$ cat src/rtl/ecc_pkg.sv
// Shared constants and state encoding for the ECC core host bridge.
package ecc_pkg;
    localparam int WORD    = 32;
    localparam int NIB     = 4;
    localparam int NNIB    = WORD / NIB;
    localparam int TIMEOUT = 4096;

    typedef enum logic [2:0] {
        IDLE,
        START,
        SEND,
        WAIT,
        RECV,
        RESP
    } state_t;
endpackage

$ cat src/rtl/ecc_nibble_host_shifter.sv
// WORD-bit register: parallel load, NIB-wide shift toward the LSB end with din entering at the MSB end.
module nibble_shifter #(
    parameter int WORD = 32,
    parameter int NIB  = 4
) (
    input  logic            i_clk,
    input  logic            i_rst_n,
    input  logic            load,
    input  logic [WORD-1:0] load_val,
    input  logic            shift,
    input  logic [NIB-1:0]  din,
    output logic [WORD-1:0] q
);
    always_ff @(posedge i_clk or negedge i_rst_n) begin
        if (!i_rst_n)   q <= '0;
        else if (load)  q <= load_val;
        else if (shift) q <= {din, q[WORD-1:NIB]};
    end
endmodule

$ cat src/rtl/ecc_nibble_host.sv
// Host bridge for the nibble-serial ECC core: serializes one request, waits for done,
// collects the kP result nibbles and returns them over a valid/ready handshake.
module ecc_nibble_host
    import ecc_pkg::*;
#(
    parameter int WORD    = ecc_pkg::WORD,
    parameter int NIB     = ecc_pkg::NIB,
    parameter int TIMEOUT = ecc_pkg::TIMEOUT
) (
    input  logic            i_clk,
    input  logic            i_rst_n,
    input  logic            req_valid,
    output logic            req_ready,
    input  logic [WORD-1:0] req_a,
    input  logic [WORD-1:0] req_prime,
    input  logic [WORD-1:0] req_k,
    input  logic [WORD-1:0] req_px,
    input  logic [WORD-1:0] req_py,
    output logic            o_start,
    output logic [NIB-1:0]  o_a,
    output logic [NIB-1:0]  o_prime,
    output logic [NIB-1:0]  o_k,
    output logic [NIB-1:0]  o_px,
    output logic [NIB-1:0]  o_py,
    input  logic            i_done,
    input  logic [NIB-1:0]  i_kpx,
    input  logic [NIB-1:0]  i_kpy,
    output logic            rsp_valid,
    input  logic            rsp_ready,
    output logic [WORD-1:0] rsp_x,
    output logic [WORD-1:0] rsp_y,
    output logic            rsp_err
);
    localparam int NNIB = WORD / NIB;
    localparam int NB_W = (NNIB > 1) ? $clog2(NNIB) : 1;
    localparam int TO_W = $clog2(TIMEOUT + 1);
    localparam int NOPS = 5;

    state_t                    state, state_n;
    logic [NB_W-1:0]           nib_cnt;
    logic [TO_W-1:0]           to_cnt;
    logic [NOPS-1:0][WORD-1:0] op_in;
    logic [WORD-1:0]           op_q [NOPS];
    logic [NOPS-1:0][NIB-1:0]  o_nib;
    logic                      accept, nib_last, to_last, timeout_fire, send_n;
    logic                      unused_op;

    assign op_in        = {req_py, req_px, req_k, req_prime, req_a};
    assign {o_py, o_px, o_k, o_prime, o_a} = o_nib;
    assign accept       = (state == IDLE) && req_valid && req_ready;
    assign nib_last     = (nib_cnt == NB_W'(NNIB - 1));
    assign to_last      = (to_cnt == TO_W'(TIMEOUT - 1));
    // done has priority over an expiring timeout
    assign timeout_fire = (state == WAIT) && !i_done && to_last;
    assign send_n       = (state_n == SEND);

    always_comb begin
        state_n = state;
        case (state)
            IDLE:    if (accept) state_n = START;
            START:   state_n = SEND;
            SEND:    if (nib_last) state_n = WAIT;
            WAIT:    if (i_done) state_n = RECV;
                     else if (to_last) state_n = RESP;
            RECV:    if (nib_last) state_n = RESP;
            RESP:    if (rsp_ready) state_n = IDLE;
            default: state_n = IDLE;
        endcase
    end

    // Outputs are registered from the next state so they line up with the state they describe.
    always_ff @(posedge i_clk or negedge i_rst_n) begin
        if (!i_rst_n) begin
            state     <= IDLE;
            nib_cnt   <= '0;
            to_cnt    <= '0;
            req_ready <= 1'b0;
            o_start   <= 1'b0;
            rsp_valid <= 1'b0;
            rsp_err   <= 1'b0;
            o_nib     <= '0;
        end else begin
            state     <= state_n;
            nib_cnt   <= ((state == SEND || state == RECV) && !nib_last) ? nib_cnt + 1'b1 : '0;
            to_cnt    <= (state == WAIT) ? to_cnt + 1'b1 : '0;
            req_ready <= (state_n == IDLE);
            o_start   <= (state_n == START);
            rsp_valid <= (state_n == RESP);
            rsp_err   <= (state_n == RESP) && (rsp_err || timeout_fire);
            for (int i = 0; i < NOPS; i++)
                o_nib[i] <= send_n ? op_q[i][NIB-1:0] : '0;
        end
    end

    for (genvar g = 0; g < NOPS; g++) begin : g_op
        nibble_shifter #(.WORD(WORD), .NIB(NIB)) u_sh (
            .i_clk    (i_clk),
            .i_rst_n  (i_rst_n),
            .load     (accept),
            .load_val (op_in[g]),
            .shift    (send_n),
            .din      ('0),
            .q        (op_q[g])
        );
    end

    // Results are cleared on accept so a timeout returns zeros, never stale data.
    nibble_shifter #(.WORD(WORD), .NIB(NIB)) u_res_x (
        .i_clk    (i_clk),
        .i_rst_n  (i_rst_n),
        .load     (accept),
        .load_val ('0),
        .shift    (state == RECV),
        .din      (i_kpx),
        .q        (rsp_x)
    );

    nibble_shifter #(.WORD(WORD), .NIB(NIB)) u_res_y (
        .i_clk    (i_clk),
        .i_rst_n  (i_rst_n),
        .load     (accept),
        .load_val ('0),
        .shift    (state == RECV),
        .din      (i_kpy),
        .q        (rsp_y)
    );

    always_comb begin
        unused_op = 1'b0;
        for (int i = 0; i < NOPS; i++)
            unused_op = unused_op ^ (^op_q[i][WORD-1:NIB]);
    end
endmodule

$ cat config.mk
export PLATFORM = sky130hd
export DESIGN_NAME = ecc_nibble_host
export DESIGN_NICKNAME = d
export VERILOG_FILES = /design/src/rtl/ecc_pkg.sv /design/src/rtl/ecc_nibble_host_shifter.sv /design/src/rtl/ecc_nibble_host.sv
export SDC_FILE = /design/constraint.sdc
export NUM_CORES = 1
export LEC_CHECK = 0
export CELL_PAD_IN_SITES_DETAIL_PLACEMENT = 0
export CELL_PAD_IN_SITES_GLOBAL_PLACEMENT = 1
export CORE_ASPECT_RATIO = 0.6
export CORE_MARGIN = 2
export CORE_UTILIZATION = 39
export CTS_BUF_LIST = sky130_fd_sc_hd__clkbuf_16
export DETAILED_ROUTE_END_ITERATION = 10
export GPL_TIMING_DRIVEN = 0
export PLACE_DENSITY = 0.76
export SLEW_MARGIN = 0
export SYNTH_ARGS = -nofsm -noshare
export SYNTH_HDL_FRONTEND = slang
export SYNTH_SLANG_ARGS = --single-unit
$ cat constraint.sdc
create_clock -name i_clk -period 3.2 [get_ports i_clk]
set_clock_uncertainty 0.2 [all_clocks]
set_input_delay 0.64 -clock i_clk [delete_from_list [all_inputs] [get_ports i_clk]]
set_output_delay 0.64 -clock i_clk [all_outputs]
set_load 0.02 [all_outputs]
Word-level counts from Yosys, hierarchy flattened
Index checks and enable logic that the tools add are counted.
W data, S select, Z words.
Word-level totals
  flip-flop bits (word level): 267
  bits of input ports: 173
  output and inout port bits: 88
  word-level logic and storage cells: 73
Operators by class
  add/subtract/negate cells: 2
  equality and inequality tests: 10
  multiplexer cells: 28
  reduce and logical (&&, ||, !) cells: 14
Operators by type and width (count)
  $mux W32: 14
  $mux W3: 7
  $mux W4: 5
  $pmux W3 S6: 1
  $add A13 B1 Y13 const B: 1
  $eq A13 B12 Y1 const B: 1
  $mux W13: 1
  $eq A3 B3 Y1 const B: 4
  $eq A3 B2 Y1 const B: 3
  $eq A3 B1 Y1 const B: 2
  $logic_and A1 B1 Y1: 6
  $logic_not A3 Y1: 2
  $reduce_bool A2 Y1: 2
  $add A3 B1 Y3 const B: 1
  $logic_not A1 Y1: 2
  $logic_or A1 B1 Y1: 2

Logic depth before layout (Yosys ltp)
Gate-level depths: netlist (run 1).
  depth after elaboration: 8
  mapped depth: 10

By module
Synthesis (run 1) repeated with hierarchy kept, for this count alone.
Second synthesis, totals
  cells, all modules: 1141
  area total of the unflattened synthesis: 12415.7 sq um
By module, submodules not included
  nibble_shifter: times used 7, cells an instance 139, area each 1515.2 sq um, sequential area each 800.8 sq um
  ecc_nibble_host: times used 1, cells an instance 168, area each 1809.2 sq um, sequential area each 1076.0 sq um

Worst setup path after synthesis (run 1)
Ideal clock, no wire load.
  path type: input port to flip-flop
  from: in i_done
  to: reg g_op[3].u_sh.q[15]
  library setup time: 141 ps
  arrival time: 1988 ps
  data required time: 2859 ps
  setup slack: 871 ps
  cell stages on the path: 8
  buffers on the path: 3
  path through: and3_1 -> or3_1 -> or2_1 -> buf_2 -> buf_6 -> buf_2 -> o31ai_1 -> a31oi_1
On the way
  longest elaborated chain between the ends: 4
RTL lines
  start: declaration: RTL line ecc_nibble_host.sv:25  | input logic i_done,
  $mux W3: RTL line ecc_nibble_host.sv:63  | WAIT: if (i_done) state_n = RECV;
  $pmux W3 S6: RTL line ecc_nibble_host.sv:59  | case (state)
  $eq A3 B2 Y1: RTL line ecc_nibble_host.sv:55  | assign send_n = (state_n == SEND);
  $reduce_bool A2 Y1 (no line)
  end signal: assignment: RTL line ecc_nibble_host_shifter.sv:16  | else if (load) q <= load_val;
  end signal: assignment: RTL line ecc_nibble_host_shifter.sv:17  | else if (shift) q <= {din, q[WORD-1:NIB]};
  end: declaration: RTL line ecc_nibble_host_shifter.sv:12  | output logic [WORD-1:0] q
Every way passes these cells.
A chain may end at the register's enable or synchronous reset.

Worst setup path after layout (run 1)
  from: reg state[0]
  to: reg g_op[2].u_sh.q[16]
On the way
  longest elaborated chain between the ends: 7
RTL lines
  start: declaration: RTL line ecc_nibble_host.sv:39  | state_t state, state_n;
  start signal: assignment: RTL line ecc_nibble_host.sv:83  | state <= state_n;
  $logic_not A3 Y1: RTL line ecc_nibble_host.sv:50, ecc_nibble_host.sv:59
  $logic_and A1 B1 Y1 (2 in series): RTL line ecc_nibble_host.sv:50  | assign accept = (state == IDLE) && req_valid && req_ready;
  $mux W3: RTL line ecc_nibble_host.sv:60  | IDLE: if (accept) state_n = START;
  $pmux W3 S6: RTL line ecc_nibble_host.sv:59
  $eq A3 B2 Y1: RTL line ecc_nibble_host.sv:55
  $reduce_bool A2 Y1 (no line)
  end signal: assignment: RTL line ecc_nibble_host_shifter.sv:16
  end signal: assignment: RTL line ecc_nibble_host_shifter.sv:17
  end: declaration: RTL line ecc_nibble_host_shifter.sv:12
Parallel ways exist; a longest one is shown, timed or not.

==> results.cfg, run 1 <==
[setup_path]
reg2reg_slack_ps = 230
cp-start-kind = flop
critPathArrivalTime_ps = 3160
path_class = reg2reg
cp-end-kind = flop
worst_ep_required_time_ps = 3390
crit_fanout = 10

[global_routing]
grt.total_usage = 0.2486
grt_max_degree = 116
overflow = 0
antenna_found_initial = 3
grt_first_pass_wirelength_um = 66000
grt_pass1_vias = 11470

[pwr]
power_density_mw_per_mm2 = 1015
leakage_nw = 7.022
vdd_ir_drop_max_v = 0.0004972
total_power_mw = 16.80

[min_path]
hold_class = reg2reg

[synth]
synth_seq_area_share = 0.5364
yosysTopAreaCell = dfrtp_1
synth_area_mm2 = 0.01246
synth.distinct_cells = 38
yosys_register_bits = 267
syn_area_per_cell_um2 = 9.323
synth.mux.area_fraction = 0
synthFlopType = dfrtp_1
synth_adder_area_share = 0.003014
synth_edf_count = 0
synth_top_family_by_area = simple AND/OR/NAND/NOR gates
synth_fp_nets = 1512
synth-simple-area-share = 0.1985
synth_xor_area_frac = 0.008438
yosys_warnings = 0
synth_compound_area_frac = 0.1900
netlist_instances = 1336
yosys-top-cells-area = dfrtp_1 (54%), o31ai_1 (8.4%), nand4_1 (7.1%)
async_reset_ff_frac = 1.000
yosysTopAreaCellShare = 0.5364

[sta]
hold_viol_final = 0
rsz0062_at_grt = false
fmax_ghz = 0.3370
min_period_ps = 2967
fin_crit_sh = 0.9272
setup_ws_ps = 232.9
drv_slew = 0
setup_violations = 0
tightest_slew_ps = 898.9
relSlewSlack = 0.4007

[finish]
drive_above_1_share = 0.06727
fin_area_mm2 = 0.01655
fin_nets = 1805
nFillCells = 2938
syn_to_final_growth_pct = 32.87
regArea_mm2 = 0.006681
multi_input_area_mm2 = 0.004987

[place]
dpl.hpwl_um = 29730
portBuffers = 260
gp_congestion = 0.8626
pre_cts_slack_ps = -242.0
placed_area_mm2 = 0.01564

[die]
fp-row-count = 50
die-area_mm2 = 0.03343
die_w_um = 234.7
ios = 261
initial_core_util = 0.3982
die_height_um = 142.4
core_mm2 = 0.03128

[detailed_routing]
wl_per_cell_um = 20.48
vias_per_cell = 5.653
dr.pass1.iters = 8
drc = 0
num_vias = 11700
totalWireLength_um = 42390
ant_nets = 0
drtIter0Drc = 1096

[clock_tree]
insertion_delay_ps = 550
cts_tree = built
cts.clk_slew.worst_paths_ps = 60
ctsHtreeMaxLevel = 1
numCtsBuffers = 28
cts_sinks = 267
root_buffer = clkbuf_16
cts_buffer_depth = 3
post_cts_buffers = 0

[outcome]
outcome = finished clean

[flow_run]
drv_cap = 0
registers in the layout, indices dropped and copies added (netlist names):
| name | cells |
|---|---|
| o_start | 1 |
| rsp_valid | 1 |
| o_a | 4 |
| rsp_err | 1 |
| o_py | 4 |
| to_cnt | 13 |
| o_prime | 4 |
| state | 3 |
| o_px | 4 |
| nib_cnt | 3 |
| u_res_x.q | 32 |
| req_ready | 1 |
| o_k | 4 |
| g_op.u_sh.q | 160 |
| u_res_y.q | 32 |
per-stage QoR:
step                      hold slack [ps]  instances  setup TNS, ps    util
after floorplan                     144.4       1336              0       -
after global placement              228.0       2012       -2869500  0.4980
after detailed placement            240.0       2014         -12480  0.5000
after CTS                           248.4       2066              0  0.5285
after global routing                269.0       2069              0  0.5290
final                               251.7       2070              0  0.5291
worst paths after layout:
| check | end | depth (start not counted) | startpoint |
|---|---|---|---|
| max | g_op[2].u_sh.q[16] | 9 | state[0] |
| min | nib_cnt[0] | 1 | nib_cnt[0] |
| max in group asynchronous | u_res_x.q[16] | 3 | i_rst_n |
| max reg2reg | g_op[2].u_sh.q[16] | 9 | state[0] |
| min reg2reg | nib_cnt[0] | 1 | nib_cnt[0] |
| min in group asynchronous | to_cnt[7] | 2 | i_rst_n |
power breakdown:
group | switching (mW) | total, mW | internal, mW
Combinational | 4.87 | 7.99 | 3.12
Sequential | 0.818 | 5.59 | 4.77
Clock | 1.42 | 3.22 | 1.80
Total | 7.11 | 16.8 | 9.69
synth_stat cells, drive strengths merged (4+ instances only):
cell type    n
a21oi       65
nor3         6
xnor2        8
nand3        5
nand2      172
a31oi      140
nor2       157
dfrtp      267
xor2         4
o31ai      140
clkbuf      94
and2        24
inv          4
nand4      142
buf         62
o21ai       21
logic make-up after synthesis:
kind of cell / count (synthesis)
compound gates: 367
xor+xnor: 12
fa+ha+maj: 3
buf+inv: 163
flops: 267
simple gates: 524
routing by layer:
metal / global-route usage / vias to the layer above / share of wire
met3: 0.04015 / 62 / 0.055
met1: 0.3897 / 5748 / 0.51
met4: 0.05829 / 0 / 0.022
li1: - / 5498 / -
met2: 0.3550 / 394 / 0.42
met5: 0 / - / 0
timing repair:
action,CTS,global route
setup endpoints to repair,1,36
gates resized for setup,1,5
hold buffers,1,0
endpoints found under the hold margin,39,0
cells in the final DEF, fill, tap and decap left out, types with 4 or more instances in the layout:
| cell | count |
|---|---|
| dfrtp_1 | 267 |
| clkdlybuf4s50_1 | 259 |
| nand2_1 | 172 |
| nor2_1 | 157 |
| nand4_1 | 141 |
| o31ai_1 | 140 |
| a31oi_1 | 140 |
| clkbuf_1 | 91 |
| a21oi_1 | 65 |
| buf_2 | 37 |
| clkbuf_16 | 29 |
| and2_1 | 24 |
| o21ai_0 | 21 |
| buf_4 | 11 |
| inv_1 | 11 |
| buf_6 | 10 |
| clkinv_2 | 9 |
| xnor2_1 | 8 |
| nand3_1 | 5 |
| nor3_1 | 5 |
| diode_2 | 4 |
| xor2_1 | 4 |
| clkinv_1 | 4 |
worst max-delay path, cell delays in order (launching register included):
cell and delay (ps):
dfrtp_1 370, buf_2 170, nor2_1 330, nand4b_1 380, and3_1 310, buf_4 180, buf_2 250, clkbuf_1 290
nand4_1 210, a31oi_1 110
cell type report:
| cell class | instances | share of cell area |
|---|---|---|
| tap | 416 | 0.03145 |
| inverter | 7 | 0.002041 |
| antenna | 4 | 0.0006048 |
| buffer | 156 | 0.04612 |
| clock buffer | 29 | 0.04385 |
| timing repair buffer | 263 | 0.1615 |
| multi-input combinational | 906 | 0.3014 |
| sequential | 267 | 0.4037 |
| clock inverter | 22 | 0.009375 |
No activity file was read; power rests on OpenSTA's default activity.
==> inputs of run 2 (changes only) <==
CAP_MARGIN = 20   (was default)
PLACE_DENSITY = default   (was 0.76)
PLACE_DENSITY_LB_ADDON = 0.1   (was default)
SLEW_MARGIN = default   (was 0)
==> run 2 against run 1 <==
Setup slack worse by 7.5 ps; cell area decreased by 0.12%; total power hardly changed; sequential power about the same; sequential share of layout area is essentially flat; global-route usage fell by 0.050 points; register-to-register slack about the same; die area did not move.
==> results.cfg, run 2 (synthesis gave the netlist of run 1 again) <==
[clock_tree]
cts.clk_slew.worst_paths_ps = 70
root_buffer = clkbuf_16
numCtsBuffers = 27
ctsHtreeMaxLevel = 1
cts_buffer_depth = 3
insertion_delay_ps = 540
cts_sinks = 267
cts_tree = built

[detailed_routing]
num_vias = 11650
drtIter0Drc = 875
drc = 0
totalWireLength_um = 42070
wl_per_cell_um = 20.40
vias_per_cell = 5.650
ant_nets = 0
dr.pass1.iters = 5

[setup_path]
crit_path_frequent_cell = buf_2
path_cells = buf_2 > nor2_1 > nand4b_1 > and3_1 > buf_4 > buf_2 > clkbuf_1 > nand4_1 > a31oi_1
cp.depth = 9
regToRegEndpoint = g_op[1].u_sh.q[16]
crit_slowest_cell = nand4b_1
worst_ep_required_time_ps = 3400
path_class = reg2reg
worst-r2r-cell-count = 9
critPathBufInv = 4
r2r-start = state[0]
cp-start-kind = flop
reg2reg_slack_ps = 230
crit_fanout = 10
cp-end-kind = flop
critPathTopFamily = simple AND/OR/NAND/NOR gates
max_stage_delay_ps = 400
critPathArrivalTime_ps = 3170

[flow_run]
drv_cap = 0

[sta]
fmax_ghz = 0.3362
relSlewSlack = 0.3547
tightest_slew_ps = 968.0
min_period_ps = 2975
hold_viol_final = 0
drv_slew = 0
setup_violations = 0
fin_crit_sh = 0.9296
rsz0062_at_grt = false
hold_slack_ps = 251.6
tns_ps = 0

[global_routing]
grt_pass1_vias = 11440
grt_first_pass_wirelength_um = 66130
antenna_found_initial = 1
overflow = 0
grt_max_degree = 105
grt.total_usage = 0.2481

[pwr]
power_frac_clock = 0.193
pwr-share-seq = 0.332
combinationalPowerShare = 0.476
p_int_mw = 9.739
swShare = 0.4199
leakage_nw = 6.996
vdd_ir_drop_max_v = 0.0004824
power_density_mw_per_mm2 = 1016
switchingPower_mw = 7.049

[finish]
drive_above_1_share = 0.06683
final_cell_mix = dfrtp_1 (267), clkdlybuf4s50_1 (259), nand2_1 (172)
regMostFlops = g_op.u_sh.q
stdcell_count = 2062
reg_top3 = g_op.u_sh.q (160), u_res_x.q (32), u_res_y.q (32)
final_common_cell = dfrtp_1
syn_to_final_growth_pct = 32.71
fin_nets = 1804
diodes = 0
largest_register_ffs = 160

[die]
ios = 261
die_w_um = 234.7
initial_core_util = 0.3982
die_height_um = 142.4
core_mm2 = 0.03128
fp-row-count = 50
die-area_mm2 = 0.03343

[outcome]
outcome = finished clean

[place]
dpl.hpwl_um = 29340
gp_congestion = 0.8338
portBuffers = 260
dp.cells = 2014

[min_path]
hold-path-cell-count = 1
hold_path_startpoint = nib_cnt[0]
hold_class = reg2reg
hold_path_end = nib_cnt[0]
run 2: changes by cell type in the layout (fill, tap and decap cells not counted), moves of 2 or more:
cell       delta
diode_2       -4
clkbuf_16     -2
inv_1         -4
bufinv_16     +2
run 2: what timing repair did:
action / in CTS / in global routing
endpoints found under the hold margin: 68 / 0
hold buffers: 1 / 0
setup buffers: 0 / 0
gates resized for setup: 0 / 7
endpoints found under the setup margin: 0 / 88
run 2: worst reg2reg max path, cell delays in order (launching register included):
cell	delay, ps
dfrtp_1	370
buf_2	180
nor2_1	300
nand4b_1	400
and3_1	350
buf_4	180
buf_2	240
clkbuf_1	290
nand4_1	210
a31oi_1	110
run 2: worst max-delay path by stage:
stage	start	end	slack, ps
3_5_place_dp	i_done	o_k[3]	-280
2_1_floorplan	i_done	g_op[3].u_sh.q[15]	870
4_1_cts	state[0]	o_k[3]	130
5_1_grt	to_cnt[0]	g_op[1].u_sh.q[16]	10
6_report	state[0]	g_op[1].u_sh.q[16]	230
3_3_place_gp	i_rst_n	u_res_y.q[7]	-10820
run 2: layout make-up:
class	count	area [um^2]
plain buffers	156	763.2
clock buffers	27	675.6
clock inverters	20	195.2
fillers	2959	14750
inverters	7	33.78
multi-input cells	906	4987
flip-flops and latches	267	6681
well taps	416	520.5
repair buffers	263	2673
run 2: power groups by stage:
stage          clock network [mW]  registers [mW]  logic (mW)
2_1_floorplan                   0            5.83        4.76
3_3_place_gp                    0            5.60        7.77
3_5_place_dp                    0            5.59        7.91
4_1_cts                      3.30            5.56        7.95
5_1_grt                      3.42            5.72        8.75
6_report                     3.24            5.57        7.98
run 2: routing by layer:
| metal | vias to the layer above | global-route usage | share of wire |
|---|---|---|---|
| li1 | 5476 | - | - |
| met1 | 5762 | 0.3897 | 0.50 |
| met2 | 372 | 0.3576 | 0.43 |
| met3 | 41 | 0.04441 | 0.062 |
| met4 | 0 | 0.04164 | 0.015 |
| met5 | - | 0 | 0 |
run 2: stage by stage:
step           power, mW  worst slack (ps)  area, um^2    util
2_1_floorplan      10.59             871.0       12460       -
3_3_place_gp       13.37            -10820       15580  0.4980
3_5_place_dp       13.50            -278.6       15640  0.5000
4_1_cts            16.80             131.8       16520  0.5281
5_1_grt            17.90             9.842       16530  0.5284
6_report           16.79             225.4       16530  0.5284
==> inputs of run 3 (changes only) <==
GPL_TIMING_DRIVEN = default   (was 0)
==> run 3 against run 2 <==
Utilization shrank 0.75 points; count of clock-buffer cells in the layout is the same; via count shrank 4.7%; die area is the same; sequential share of layout area grew 0.58 points; critical path type unchanged; largest power group unchanged.
==> results.cfg, run 3 (synthesis gave the netlist of run 1 again) <==
[die]
die_height_um = 142.4
fp-row-count = 50
ios = 261
die_w_um = 234.7
core_mm2 = 0.03128
initial_core_util = 0.3982
die-area_mm2 = 0.03343

[place]
portBuffers = 260
pre_cts_slack_ps = 85.08
dpl.hpwl_um = 24320
gp_congestion = 0.8089

[sta]
tightest_slew_ps = 679.6
min_period_ps = 2914
setup_violations = 0
setup_ws_ps = 286.0
fin_crit_sh = 0.9106
relSlewSlack = 0.5470
tns_ps = 0
drv_slew = 0
rsz0062_at_grt = false
fmax_ghz = 0.3432
hold_slack_ps = 249.4
hold_viol_final = 0

[global_routing]
grt.total_usage = 0.2301
overflow = 0
grt_pass1_vias = 10820
grt_max_degree = 146
antenna_found_initial = 1
grt_first_pass_wirelength_um = 62530

[detailed_routing]
drtIter0Drc = 991
ant_nets = 0
wl_per_cell_um = 20.08
drc = 0
totalWireLength_um = 39030
vias_per_cell = 5.712
num_vias = 11110
dr.pass1.iters = 5

[setup_path]
reg2reg_slack_ps = 290
cp-end-kind = flop
worst_ep_required_time_ps = 3460
crit_slowest_cell = nor4_1
max_stage_delay_ps = 600
crit_fanout = 49
cp-start-kind = flop
path_class = reg2reg
critPathArrivalTime_ps = 3170
path_cells = ha_1 > nand4_2 > nor4_1 > nor2b_4 > inv_4 > buf_4 > o31ai_1 > a31oi_1

[finish]
final_common_cell = dfrtp_1
largest_register_ffs = 160
reg_top3 = g_op.u_sh.q (160), u_res_x.q (32), u_res_y.q (32)
fin_nets = 1686
nFillCells = 2926
syn_to_final_growth_pct = 30.83
final_cell_mix = dfrtp_1 (267), clkdlybuf4s50_1 (259), nand2_1 (171)
drive_above_1_share = 0.05959
regMostFlops = g_op.u_sh.q

[clock_tree]
cts_buffer_depth = 3
ctsHoldBuffers = 1
root_buffer = clkbuf_16
ctsHtreeMaxLevel = 1
post_cts_buffers = 0
cts_tree = built
cts.clk_slew.worst_paths_ps = 70
cts_sinks = 267
insertion_delay_ps = 570
numCtsBuffers = 27
postCtsResizedCells = 0

[pwr]
total_power_mw = 16.49
power_density_mw_per_mm2 = 1012
leakage_nw = 6.867
vdd_ir_drop_max_v = 0.0005773

[min_path]
hold_class = reg2reg

[outcome]
outcome = finished clean

[flow_run]
drv_cap = 0
[run 3: cell count changes in the layout (fill, tap and decap cells not counted), moves of 3 or more]
| cell | delta |
|---|---|
| buf_6 | -10 |
| buf_1 | -3 |
| clkbuf_2 | -3 |
| clkinv_1 | -3 |
| buf_2 | -37 |
| clkbuf_1 | -91 |
| buf_12 | +23 |
| buf_4 | +6 |
[run 3: power by group]
part	total (mW)	switching, mW	internal, mW
logic	7.76	4.59	3.18
clock network	3.16	1.39	1.77
registers	5.57	0.794	4.77
[run 3: final cells by class]
class | instances | area [um^2] | area share
diodes | 1 | 2.502 | 0.0001536
clock buffers | 27 | 675.6 | 0.04146
clock inverters | 19 | 167.7 | 0.01029
inverters | 7 | 36.28 | 0.002227
multi-input cells | 906 | 5006 | 0.3072
flip-flops and latches | 267 | 6681 | 0.4100
well taps | 416 | 520.5 | 0.03194
repair buffers | 301 | 3206 | 0.1967
[run 3: worst max-delay path, delay by kind of cell, from the launching register on]
family | cells | cell delay (ps)
AOI/OAI and AO/OA | 2 | 350
DFF | 1 | 390
buffers and inverters | 2 | 640
adders and majority gates | 1 | 240
and+or+nand+nor | 3 | 950
[run 3: worst paths after layout]
| check | from | endpoint | cells past startpoint |
|---|---|---|---|
| worst max register to register | to_cnt[0] | g_op[3].u_sh.q[3] | 8 |
| max in group asynchronous | i_rst_n | g_op[4].u_sh.q[21] | 3 |
| worst min register to register | g_op[4].u_sh.q[3] | o_py[3] | 1 |
| worst max-delay path | to_cnt[0] | g_op[3].u_sh.q[3] | 8 |
| worst min-delay path | g_op[4].u_sh.q[3] | o_py[3] | 1 |
| min in group asynchronous | i_rst_n | g_op[3].u_sh.q[3] | 2 |
[run 3: per-layer routing]
layer,global-route usage,up-vias,share of wire
met5,0,-,0
met4,0.04697,0,0.017
met3,0.04500,44,0.064
met2,0.3260,379,0.43
met1,0.3600,5435,0.49
li1,-,5247,-
[run 3: stage by stage]
step | utilization | std cells | instance area (um^2)
finish | 0.5210 | 1944 | 16300
CTS | 0.5209 | 1943 | 16290
floorplan | - | 1336 | 12460
global placement | 0.4936 | 1896 | 15440
global route | 0.5210 | 1944 | 16300
detailed placement | 0.4936 | 1896 | 15440
